[src/rtl/seg_scan_driver.sv]
// Multiplexed 4-digit 7-segment scan driver with inter-digit blanking,
// frame-aligned double buffering of the display payload, and per-digit blink.

package seg_scan_driver_pkg;
  typedef struct packed {
    logic [15:0] digits;
    logic [3:0]  dp;
    logic [3:0]  blink;
  } disp_s;
endpackage

module seg_scan_driver
  import seg_scan_driver_pkg::*;
#(
  parameter int unsigned CLK_HZ       = 100000000,
  parameter int unsigned REFRESH_HZ   = 1000,
  parameter int unsigned BLANK_CYCLES = 64,
  parameter int unsigned BLINK_HZ     = 2
) (
  input  logic        src_clk,
  input  logic        src_rst,
  input  logic [15:0] digits,
  input  logic [3:0]  dp_mask,
  input  logic [3:0]  blink_mask,
  input  logic        blink_en,
  input  logic        load,
  output logic [3:0]  an,
  output logic [7:0]  seg,
  output logic [1:0]  digit_sel,
  output logic        frame_done
);

  localparam int unsigned DIV   = CLK_HZ / REFRESH_HZ;
  localparam int unsigned HALF  = CLK_HZ / (2 * BLINK_HZ);
  localparam int unsigned CNT_W = (DIV > 1) ? $clog2(DIV) : 1;
  localparam int unsigned BLK_W = (HALF > 1) ? $clog2(HALF) : 1;

  typedef enum logic {ST_BLANK, ST_SHOW} state_e;

  state_e           state_q, state_d;
  logic [CNT_W-1:0] cnt_q, cnt_d;
  logic [1:0]       sel_q, sel_d;
  logic [BLK_W-1:0] blk_cnt_q, blk_cnt_d;
  logic             phase_q, phase_d;
  disp_s            shadow_q, shadow_d;
  disp_s            active_q, active_d;
  logic             pending_q, pending_d;
  logic [3:0]       an_q, an_d;
  logic [7:0]       seg_q, seg_d;
  logic [1:0]       sel_out_q;
  logic             frame_done_q;

  logic             slot_end;
  logic             frame_end;
  logic [3:0]       cur_digit;
  logic [6:0]       glyph;
  disp_s            in_payload;

  assign slot_end   = (cnt_q == CNT_W'(DIV - 1));
  assign frame_end  = slot_end && (sel_q == 2'd3);
  assign in_payload = '{digits: digits, dp: dp_mask, blink: blink_mask};
  assign cur_digit  = active_q.digits[{sel_q, 2'b00} +: 4];

  always_ff @(posedge src_clk or negedge src_rst) begin
    if (!src_rst) begin
      state_q      <= ST_BLANK;
      cnt_q        <= '0;
      sel_q        <= '0;
      blk_cnt_q    <= '0;
      phase_q      <= 1'b0;
      shadow_q     <= '0;
      active_q     <= '0;
      pending_q    <= 1'b0;
      an_q         <= 4'hF;
      seg_q        <= 8'hFF;
      sel_out_q    <= '0;
      frame_done_q <= 1'b0;
    end else begin
      state_q      <= state_d;
      cnt_q        <= cnt_d;
      sel_q        <= sel_d;
      blk_cnt_q    <= blk_cnt_d;
      phase_q      <= phase_d;
      shadow_q     <= shadow_d;
      active_q     <= active_d;
      pending_q    <= pending_d;
      an_q         <= an_d;
      seg_q        <= seg_d;
      sel_out_q    <= sel_q;
      frame_done_q <= frame_end;
    end
  end

  // Active-low glyph for the digit currently being scanned; A-F show a dash.
  always_comb begin
    glyph = 7'h3F;
    case (cur_digit)
      4'd0: glyph = 7'h40;
      4'd1: glyph = 7'h79;
      4'd2: glyph = 7'h24;
      4'd3: glyph = 7'h30;
      4'd4: glyph = 7'h19;
      4'd5: glyph = 7'h12;
      4'd6: glyph = 7'h02;
      4'd7: glyph = 7'h78;
      4'd8: glyph = 7'h00;
      4'd9: glyph = 7'h10;
      default: glyph = 7'h3F;
    endcase
  end

  // Slot FSM and next output values.
  always_comb begin
    state_d = state_q;
    cnt_d   = cnt_q + CNT_W'(1);
    sel_d   = sel_q;
    an_d    = 4'hF;
    seg_d   = 8'hFF;

    case (state_q)
      ST_BLANK: begin
        if (slot_end) begin
          cnt_d = '0;
          sel_d = sel_q + 2'd1;
        end else if (cnt_q == CNT_W'(BLANK_CYCLES - 1)) begin
          state_d = ST_SHOW;
        end
      end
      ST_SHOW: begin
        if (!(blink_en && phase_q && active_q.blink[sel_q])) begin
          an_d  = ~(4'b0001 << sel_q);
          seg_d = {~active_q.dp[sel_q], glyph};
        end
        if (slot_end) begin
          state_d = ST_BLANK;
          cnt_d   = '0;
          sel_d   = sel_q + 2'd1;
        end
      end
      default: state_d = ST_BLANK;
    endcase
  end

  // Shadow capture and frame-boundary promotion; a load on the boundary bypasses the shadow.
  always_comb begin
    shadow_d  = shadow_q;
    active_d  = active_q;
    pending_d = pending_q;
    if (load) begin
      shadow_d = in_payload;
      if (frame_end) begin
        active_d  = in_payload;
        pending_d = 1'b0;
      end else begin
        pending_d = 1'b1;
      end
    end else if (frame_end && pending_q) begin
      active_d  = shadow_q;
      pending_d = 1'b0;
    end
  end

  // Free-running blink phase, independent of the slot counter.
  always_comb begin
    blk_cnt_d = blk_cnt_q + BLK_W'(1);
    phase_d   = phase_q;
    if (blk_cnt_q == BLK_W'(HALF - 1)) begin
      blk_cnt_d = '0;
      phase_d   = ~phase_q;
    end
  end

  assign an         = an_q;
  assign seg        = seg_q;
  assign digit_sel  = sel_out_q;
  assign frame_done = frame_done_q;

endmodule

[config.mk]
export PLATFORM = sky130hd
export DESIGN_NAME = seg_scan_driver
export DESIGN_NICKNAME = d
export VERILOG_FILES = /design/src/rtl/seg_scan_driver.sv
export SDC_FILE = /design/constraint.sdc
export NUM_CORES = 1
export LEC_CHECK = 0
export ABC_AREA = 1
export CAP_MARGIN = 30
export CELL_PAD_IN_SITES_DETAIL_PLACEMENT = 0
export CELL_PAD_IN_SITES_GLOBAL_PLACEMENT = 2
export CORE_MARGIN = 1.5
export CORE_UTILIZATION = 35
export DETAILED_ROUTE_END_ITERATION = 7
export HOLD_SLACK_MARGIN = 0.05
export PLACE_DENSITY_LB_ADDON = 0.2
export SLEW_MARGIN = 40
export SYNTH_ARGS = -nofsm -noshare
export SYNTH_HDL_FRONTEND = slang
export SYNTH_SLANG_ARGS = --single-unit
[constraint.sdc]
create_clock -name src_clk -period 2.4 [get_ports src_clk]
set_clock_uncertainty 0.15 [all_clocks]
set_input_delay 0.36 -clock src_clk [delete_from_list [all_inputs] [get_ports src_clk]]
set_output_delay 0.36 -clock src_clk [all_outputs]
set_load 0.02 [all_outputs]
# After elaboration in Yosys (flattened, before gate mapping)
# Memories as Yosys holds them, arrays and structs flattened.
# Index checks and enable logic that the tools add are counted.
# W data, S select, Z words.
# totals
ff_bits,110
rom_bits,112
wordCells,59
mem_count,1
# classes
addsub,3
magnitude_cmp,1
n_eq_ne,5
shifts,2
n_mux,21
n_bitwise,4
n_reduce_logical,6
# mem_list
memory,depth,width,read_ports,rd_ports_with_merged_regs,wr,line_no,rtl
(name not given),16,7,1,0,0,97,case (cur_digit)
# ops
op,count
$mux W24,3
$add A25 B1 Y25 const B,1
$eq A25 B25 Y1 const B,1
$mux W25,1
$add A17 B1 Y17 const B,1
$eq A17 B17 Y1 const B,1
$eq A17 B6 Y1 const B,1
$mux W17,1
$mux W8,2
$shiftx A16 B5 Y4,1
$mux W1,8
$mux W4,2
$bmux W1 S2,2
$logic_and A1 B1 Y1,4
$not A4 Y4,1
$shl A1 B2 Y4 const A,1
$lt A2 B3 Y1 const B,1
$not A1 Y1,3
$add A2 B1 Y2 const B,1
$eq A2 B2 Y1 const B,1
$mux W2,1
$ne A2 B1 Y1 const B,1
$pmux W1 S2,1
$reduce_and A2 Y1,1
$reduce_bool A2 Y1,1

# Logic depth before layout (Yosys ltp)
# Gate-level depths: netlist (run 1).
# depth
ltp_word,5
depth_mapped,12

# Worst setup path after synthesis (run 1)
# OpenSTA, ideal clock, no wires.
# synth_path
kind,register to register
start,register sel_q[0]
end,register seg_q[5] (netlist: seg[5])
arrival_ns,1.542
t_required_ns,2.166
slack_ns,0.624
stages_incl_launch_ff,11
path_buffers,2
cell_sequence,dfrtp_1 > clkbuf_2 > buf_2 > nand2_1 > nand3_1 > nand2_1 > inv_1 > ha_1 > nand3b_1 > nand3_1 > nand3_1
# synth_via
elab_chain_len,5
word_cells_on_any_way,7
classes_between,shift (1); mux (4); reduce/logical (1); memory (1)
# synth_rtl
element,line_no,rtl
start: declaration,42,"logic [1:0] sel_q, sel_d;"
start signal: assignment,81,sel_q <= sel_d;
"parallel branches: the longest is 3 deep, another holds $mem_v2 Z16 W7",-,
$mux W8 *,130,if (!(blink_en && phase_q && active_q.blink[sel_q])) begin
$mux W8 *,120,case (state_q)
via seg_d[5],49,"logic [7:0] seg_q, seg_d;"
end signal: assignment,88,seg_q <= seg_d;
end: declaration,49,
# Mark *: on every way through the listed nets, which the timed path passes. The select of a mux whose other input is x is not followed.
# A chain may end at the register's enable or synchronous reset.

# Worst setup path after layout (run 1)
# layout_path
start,register sel_q[1]
end,register seg_q[3] (netlist: seg[3])
# The elaborated chain is that of the path after synthesis.

==> results of run 1 <==
## what timing repair did
| action | in CTS | in global routing |
|---|---|---|
| setup endpoints to repair | 0 | 0 |
| hold buffers | 1 | 0 |
| hold endpoints to repair | 31 | 0 |
## routing by layer
metal | wire, um | part of all wire [%] | vias to the layer above | global-route usage, %
met3 | 334 | 2.6 | 12 | 3.88
met2 | 6260 | 48 | 54 | 29.3
met5 | 0 | 0 | - | 0
met1 | 6220 | 48 | 2029 | 22.6
met4 | 170 | 1.3 | 0 | 4.56
li1 | - | - | 2252 | -
## where the power goes
| part | total [mW] | switching (mW) | internal, mW | leakage, nW |
|---|---|---|---|---|
| registers | 1.90 | 0.00952 | 1.89 | 1.42 |
| clock network | 1.56 | 0.735 | 0.830 | 0.150 |
| logic | 0.149 | 0.0860 | 0.0628 | 1.59 |
## path summary, 6_finish.rpt
kind | endpoint | depth (start not counted) | slack (ns)
setup / recovery | seg[3] | 7 | 0.38
hold / removal | active_q[21] | 2 | 0.32
setup reg to reg | seg[3] | 7 | 0.38
hold reg to reg | active_q[21] | 2 | 0.32
max in group asynchronous | shadow_q[17] | 3 | 0.97
min in group asynchronous | blk_cnt_q[18] | 2 | 0.38
## cell usage after synthesis
cell type and number:
clkbuf_1 5, nor2_1 93, inv_1 64, nand4_1 25, nor2_2 1, nand3_4 1, a21oi_1 1, nand3b_1 2
nor2_8 1, nor3b_1 1, dfstp_2 12, nor3_1 8, nand3_1 49, dfrtp_1 98, o22ai_1 1, inv_2 1
buf_6 3, nand3_2 1, nand2_2 3, buf_2 8, xnor2_1 3, buf_4 5, clkbuf_2 1, nand2_1 268
or2_2 1, clkinv_1 1, o21ai_0 9, xor2_1 23, ha_1 11
## sequential cells by signal, indices dropped and copies added (netlist names), 2 cells and up
name,flops
shadow_q,24
cnt_q,17
blk_cnt_q,25
seg,8
digit_sel,2
an,4
sel_q,2
active_q,24
## cell type report
| class | instances | area (um^2) | share of cell area [%] |
|---|---|---|---|
| Sequential cell | 110 | 2770 | 42.8 |
| Multi-Input combinational cell | 502 | 2320 | 35.9 |
| Timing Repair Buffer | 57 | 558 | 8.64 |
| Tap cell | 211 | 264 | 4.09 |
| Inverter | 66 | 248 | 3.83 |
| Clock buffer | 10 | 229 | 3.54 |
| Clock inverter | 6 | 76.3 | 1.18 |
## worst max-delay path, cell delays in order (launching register included)
cell	delay, ns
dfrtp_1	0.54
clkinv_1	0.31
nand3_1	0.16
nand2_1	0.14
ha_1	0.31
nand3_1	0.13
nand3_1	0.12
nand3_1	0.07
## kinds of logic (layout without fill, tap and decap cells)
| kind of cell | count (synthesis) | count (layout) | synth area share, % |
|---|---|---|---|
| adder cells (fa/ha/maj) | 11 | 11 | 2.52 |
| flip-flops | 110 | 110 | 50.6 |
| AND/OR/NAND/NOR | 454 | 454 | 34.7 |
| buffers and inverters | 88 | 139 | 7.00 |
| XOR/XNOR | 26 | 26 | 4.16 |
| AO/OA/AOI/OAI | 11 | 11 | 1.03 |
## per-stage QoR
stage               setup WS [ns]  cell area (um^2)  power [mW]
detailed placement          0.345              6150        2.09
floorplan                   0.624              5470        1.98
finish                      0.377              6460        3.61
global route                0.151              6460        3.77
global placement            0.362              6150        2.08
CTS                         0.338              6460        3.67
==> out/metrics.cfg, run 1 <==
[status]
status = completed

[global_routing]
grt_pass1_vias = 4342
grt_use_total_pct = 17.4
antenna_found_initial = 0
grt_pass1_wl_mm = 22.1
grt_max_degree = 40
grt_remaining_overflow = 0

[cells_and_area]
antennaDiodeCount = 0
fin_cells = 962
drive_above_1_share_pct = 6.79
final_common_cell = nand2_1
fill_cells = 1571
fin_nets = 785
finalCoreUtilization_pct = 42.4
syn_to_final_growth_pct = 18.1
final_cell_mix = nand2_1, dfrtp_1, nor2_1

[timing]
slew_headroom_pct = 50.4
holdWs_ns = 0.323
rsz0062_at_grt = no
hold_violations = 0
timing.fmax_ghz = 0.494
worst_pin_slew_ns = 0.744
fin_tns_setup_ns = 0
setup_viol = 0
layout_min_cycle_time_ns = 2.02
fin_crit_sh_pct = 84.3
finalMaxSlewViolations = 0

[cts]
clock_sinks = 110
clock_path_buffers = 2
insertion_delay_ns = 0.35
post_cts_resized = 0
cts_setup_buffers = 0
cts_buffers = 9
clk_pin_slew_ns = 0.08
clock-root-buffer = clkbuf_16
h-tree-depth = 3
cts_tree = yes

[detailed_routing]
ant_nets = 0
dr.pass1.iters = 4
drt_iter0_markers = 277
wl_per_cell_um = 13.5
routed_via_density = 4.52
route.detailed.drc = 0
wl_mm = 13.0
route.vias.total = 4347

[placement]
dp.cells = 945
portBuffers = 42
place.gp.congestion = 0.838
dp_hpwl_mm = 9.78

[critical_path]
crit_type = reg -> reg
worst-path-max-fanout = 10
start_kind = flip-flop
r2r-start = sel_q[1]
end_kind = flip-flop
crit_required_ns = 2.53
cp.arrival_ns = 2.15
crit_path_start = sel_q[1]

[min_path]
hold_path.startpoint = active_q[21]
hold_class = reg -> reg

[synthesis]
synth-seq-cells = 110
netlist_instances = 700
yosysTopAreaCellShare_pct = 44.8
synth_top_area_cell = dfrtp_1
ys_warn_count = 0
syn_avg_cell_area_um2 = 7.81
syn_area_um2 = 5470
syn_nets = 739
synth-seq-area-share_pct = 50.6
ys_top_cells_by_area = dfrtp_1, nand2_1, nor2_1
synth_cell_types = 29

[power_and_ir_drop]
peakVddDrop_v = 0.000406
powerDensity_nw_per_um2 = 559
cellLeakagePower_nw = 3.16

[floorplanning]
ioPinCount = 43
die_w_um = 128
die_area_um2 = 16400
start_util_pct = 35.9
die_y_um = 128
rows = 45
coreArea_um2 = 15300

[flow_run]
maxCapViolCount = 0

(Power assumes the default switching activity.)
==> run 2, diff against run 1 <==
==> constraint.sdc (replaced) <==
create_clock -name src_clk -period 2.1 [get_ports src_clk]
set_clock_uncertainty 0.15 [all_clocks]
set_input_delay 0.315 -clock src_clk [delete_from_list [all_inputs] [get_ports src_clk]]
set_output_delay 0.315 -clock src_clk [all_outputs]
set_load 0.02 [all_outputs]
==> out/metrics.cfg, run 2 (synthesis gave the netlist of run 1 again) <==
[cts]
cts_tree = yes  ; unchanged
clock_sinks = 110  ; unchanged
clock_path_buffers = 2  ; unchanged
cts_buffers = 9  ; unchanged
clk_pin_slew_ns = 0.08  ; about the same
clock-root-buffer = clkbuf_16  ; unchanged
h-tree-depth = 3  ; unchanged
cts_setup_buffers = 0  ; unchanged
insertion_delay_ns = 0.35  ; about the same

[cells_and_area]
largest_register_ffs = 25  ; unchanged
final_cell_mix = nand2_1, dfrtp_1, nor2_1  ; unchanged
antennaDiodeCount = 0  ; unchanged
top_register = blk_cnt_q  ; unchanged
multi_input_area_um2 = 2340  ; was 2320 um^2
seq_area_um2 = 2770  ; about the same
reg_top3 = blk_cnt_q (25), active_q (24), shadow_q (24)  ; unchanged
fill_cells = 1544  ; was 1571
final_common_cell = nand2_1  ; unchanged
fin_nets = 790  ; was 785
syn_to_final_growth_pct = 19.4  ; was 18.1%
drive_above_1_share_pct = 7.41  ; was 6.79%

[floorplanning]
die_y_um = 128  ; unchanged
die_area_um2 = 16400  ; unchanged
ioPinCount = 43  ; unchanged
coreArea_um2 = 15300  ; unchanged
die_w_um = 128  ; unchanged
start_util_pct = 35.9  ; unchanged
rows = 45  ; unchanged

[power_and_ir_drop]
peakVddDrop_v = 0.000431  ; was 0.000406 V
powerDensity_nw_per_um2 = 647  ; was 559 nW/um^2
cellLeakagePower_nw = 3.19  ; was 3.16 nW
power.total_mw = 4.22  ; was 3.61 mW

[min_path]
hold_class = reg -> reg  ; unchanged
hold_path.startpoint = active_q[5]  ; was active_q[21]

[detailed_routing]
wl_mm = 13.5  ; was 13.0 mm
routed_via_density = 4.60  ; was 4.52
route.detailed.drc = 0  ; unchanged
ant_nets = 0  ; unchanged
dr.pass1.iters = 4  ; unchanged
wl_per_cell_um = 14.0  ; was 13.5 um
drt_iter0_markers = 252  ; was 277
route.vias.total = 4450  ; was 4347

[critical_path]
worst-path-max-fanout = 9  ; was 10
crit_path_start = cnt_q[0]  ; was sel_q[1]
start_kind = flip-flop  ; unchanged
crit_required_ns = 2.19  ; was 2.53 ns
end_kind = flip-flop  ; unchanged
cp.arrival_ns = 2.06  ; was 2.15 ns
crit_type = reg -> reg  ; unchanged
r2r-start = cnt_q[0]  ; was sel_q[1]

[placement]
dp_hpwl_mm = 9.99  ; was 9.78 mm
place.gp.congestion = 0.797  ; was 0.838
portBuffers = 42  ; unchanged

[timing]
hold_violations = 0  ; unchanged
worst_pin_slew_ns = 0.842  ; was 0.744 ns
rsz0062_at_grt = yes  ; was no
setup_viol = 0  ; unchanged
finalMaxSlewViolations = 0  ; unchanged
timing.fmax_ghz = 0.509  ; was 0.494 GHz
slew_headroom_pct = 43.8  ; was 50.4%
fin_crit_sh_pct = 93.6  ; was 84.3%
layout_min_cycle_time_ns = 1.97  ; was 2.02 ns
fin_tns_setup_ns = 0  ; unchanged

[global_routing]
grt_use_total_pct = 18.1  ; was 17.4%
grt_pass1_wl_mm = 23.1  ; was 22.1 mm
grt_max_degree = 41  ; was 40
antenna_found_initial = 0  ; unchanged
grt_pass1_vias = 4579  ; was 4342
grt_remaining_overflow = 0  ; unchanged

[status]
status = completed  ; unchanged

[flow_run]
maxCapViolCount = 0  ; unchanged

[run 2: cell types whose count changed in the layout (fill, tap and decap cells not counted)]
cell       change
buf_4          +4
bufinv_16      +1
clkbuf_1       +1
clkbuf_8       +1
clkinv_4       -1
dfrtp_1        -1
dfrtp_2        +1
inv_6          -1
inv_8          -1
nand3_4        +1
o21ai_0        -1
o21ai_1        +1
[run 2: layout make-up]
cell class	count	area share, %
clock buffers	12	3.77
clock inverters	4	1.19
inverters	66	3.79
multi-input cells	503	35.8
flip-flops and latches	110	42.4
well taps	211	4.04
repair buffers	61	9.01
[run 2: power breakdown]
| part | internal [mW] | switching (mW) | leakage [nW] | total, mW |
|---|---|---|---|---|
| Clock | 1.09 | 0.792 | 0.157 | 1.88 |
| Combinational | 0.0733 | 0.101 | 1.61 | 0.175 |
| Sequential | 2.16 | 0.0109 | 1.42 | 2.17 |
[run 2: final timing paths]
path	depth (start not counted)	endpoint	slack, ns
max	8	pending_q	0.13
min	2	active_q[5]	0.32
max reg2reg	8	pending_q	0.13
min reg2reg	2	active_q[5]	0.32
max in group asynchronous	3	seg[3]	0.80
min in group asynchronous	2	active_q[4]	0.33
[run 2: per-layer routing]
metal  wire, um  track usage [%]  vias up  share of wire [%]
li1           -                -     2281                  -
met3        399             3.05       16                2.9
met1       6360             23.3     2090                 47
met2       6560             31.2       63                 48
met5          0                0        -                  0
met4        233             6.01        0                1.7
[run 2: repair_timing]
item / CTS / global route
endpoints found under the setup margin: 0 / 28
resized for setup: 0 / 3
hold buffers: 1 / 0
endpoints found under the hold margin: 29 / 0
[run 2: metrics by stage]
stage          hold slack (ns)  area [um^2]  utilization [%]  worst slack (ns)  cells
2_1_floorplan           -0.131         5470                -             0.324    700
3_3_place_gp             0.181         6180             40.5            0.0886    949
3_5_place_dp             0.177         6180             40.5            0.0623    949
4_1_cts                  0.326         6510             42.7            0.0611    966
5_1_grt                  0.345         6530             42.8           -0.0232    967
6_report                 0.319         6530             42.8             0.134    967
[run 2: critical path, stage by stage, from the launching register on]
cell     delay, ns
dfrtp_1       0.39
ha_1          0.19
nand2_1       0.08
nor2_1        0.19
nand3_2       0.16
nor2_8        0.24
inv_1         0.16
o21ai_1       0.21
inv_1         0.07
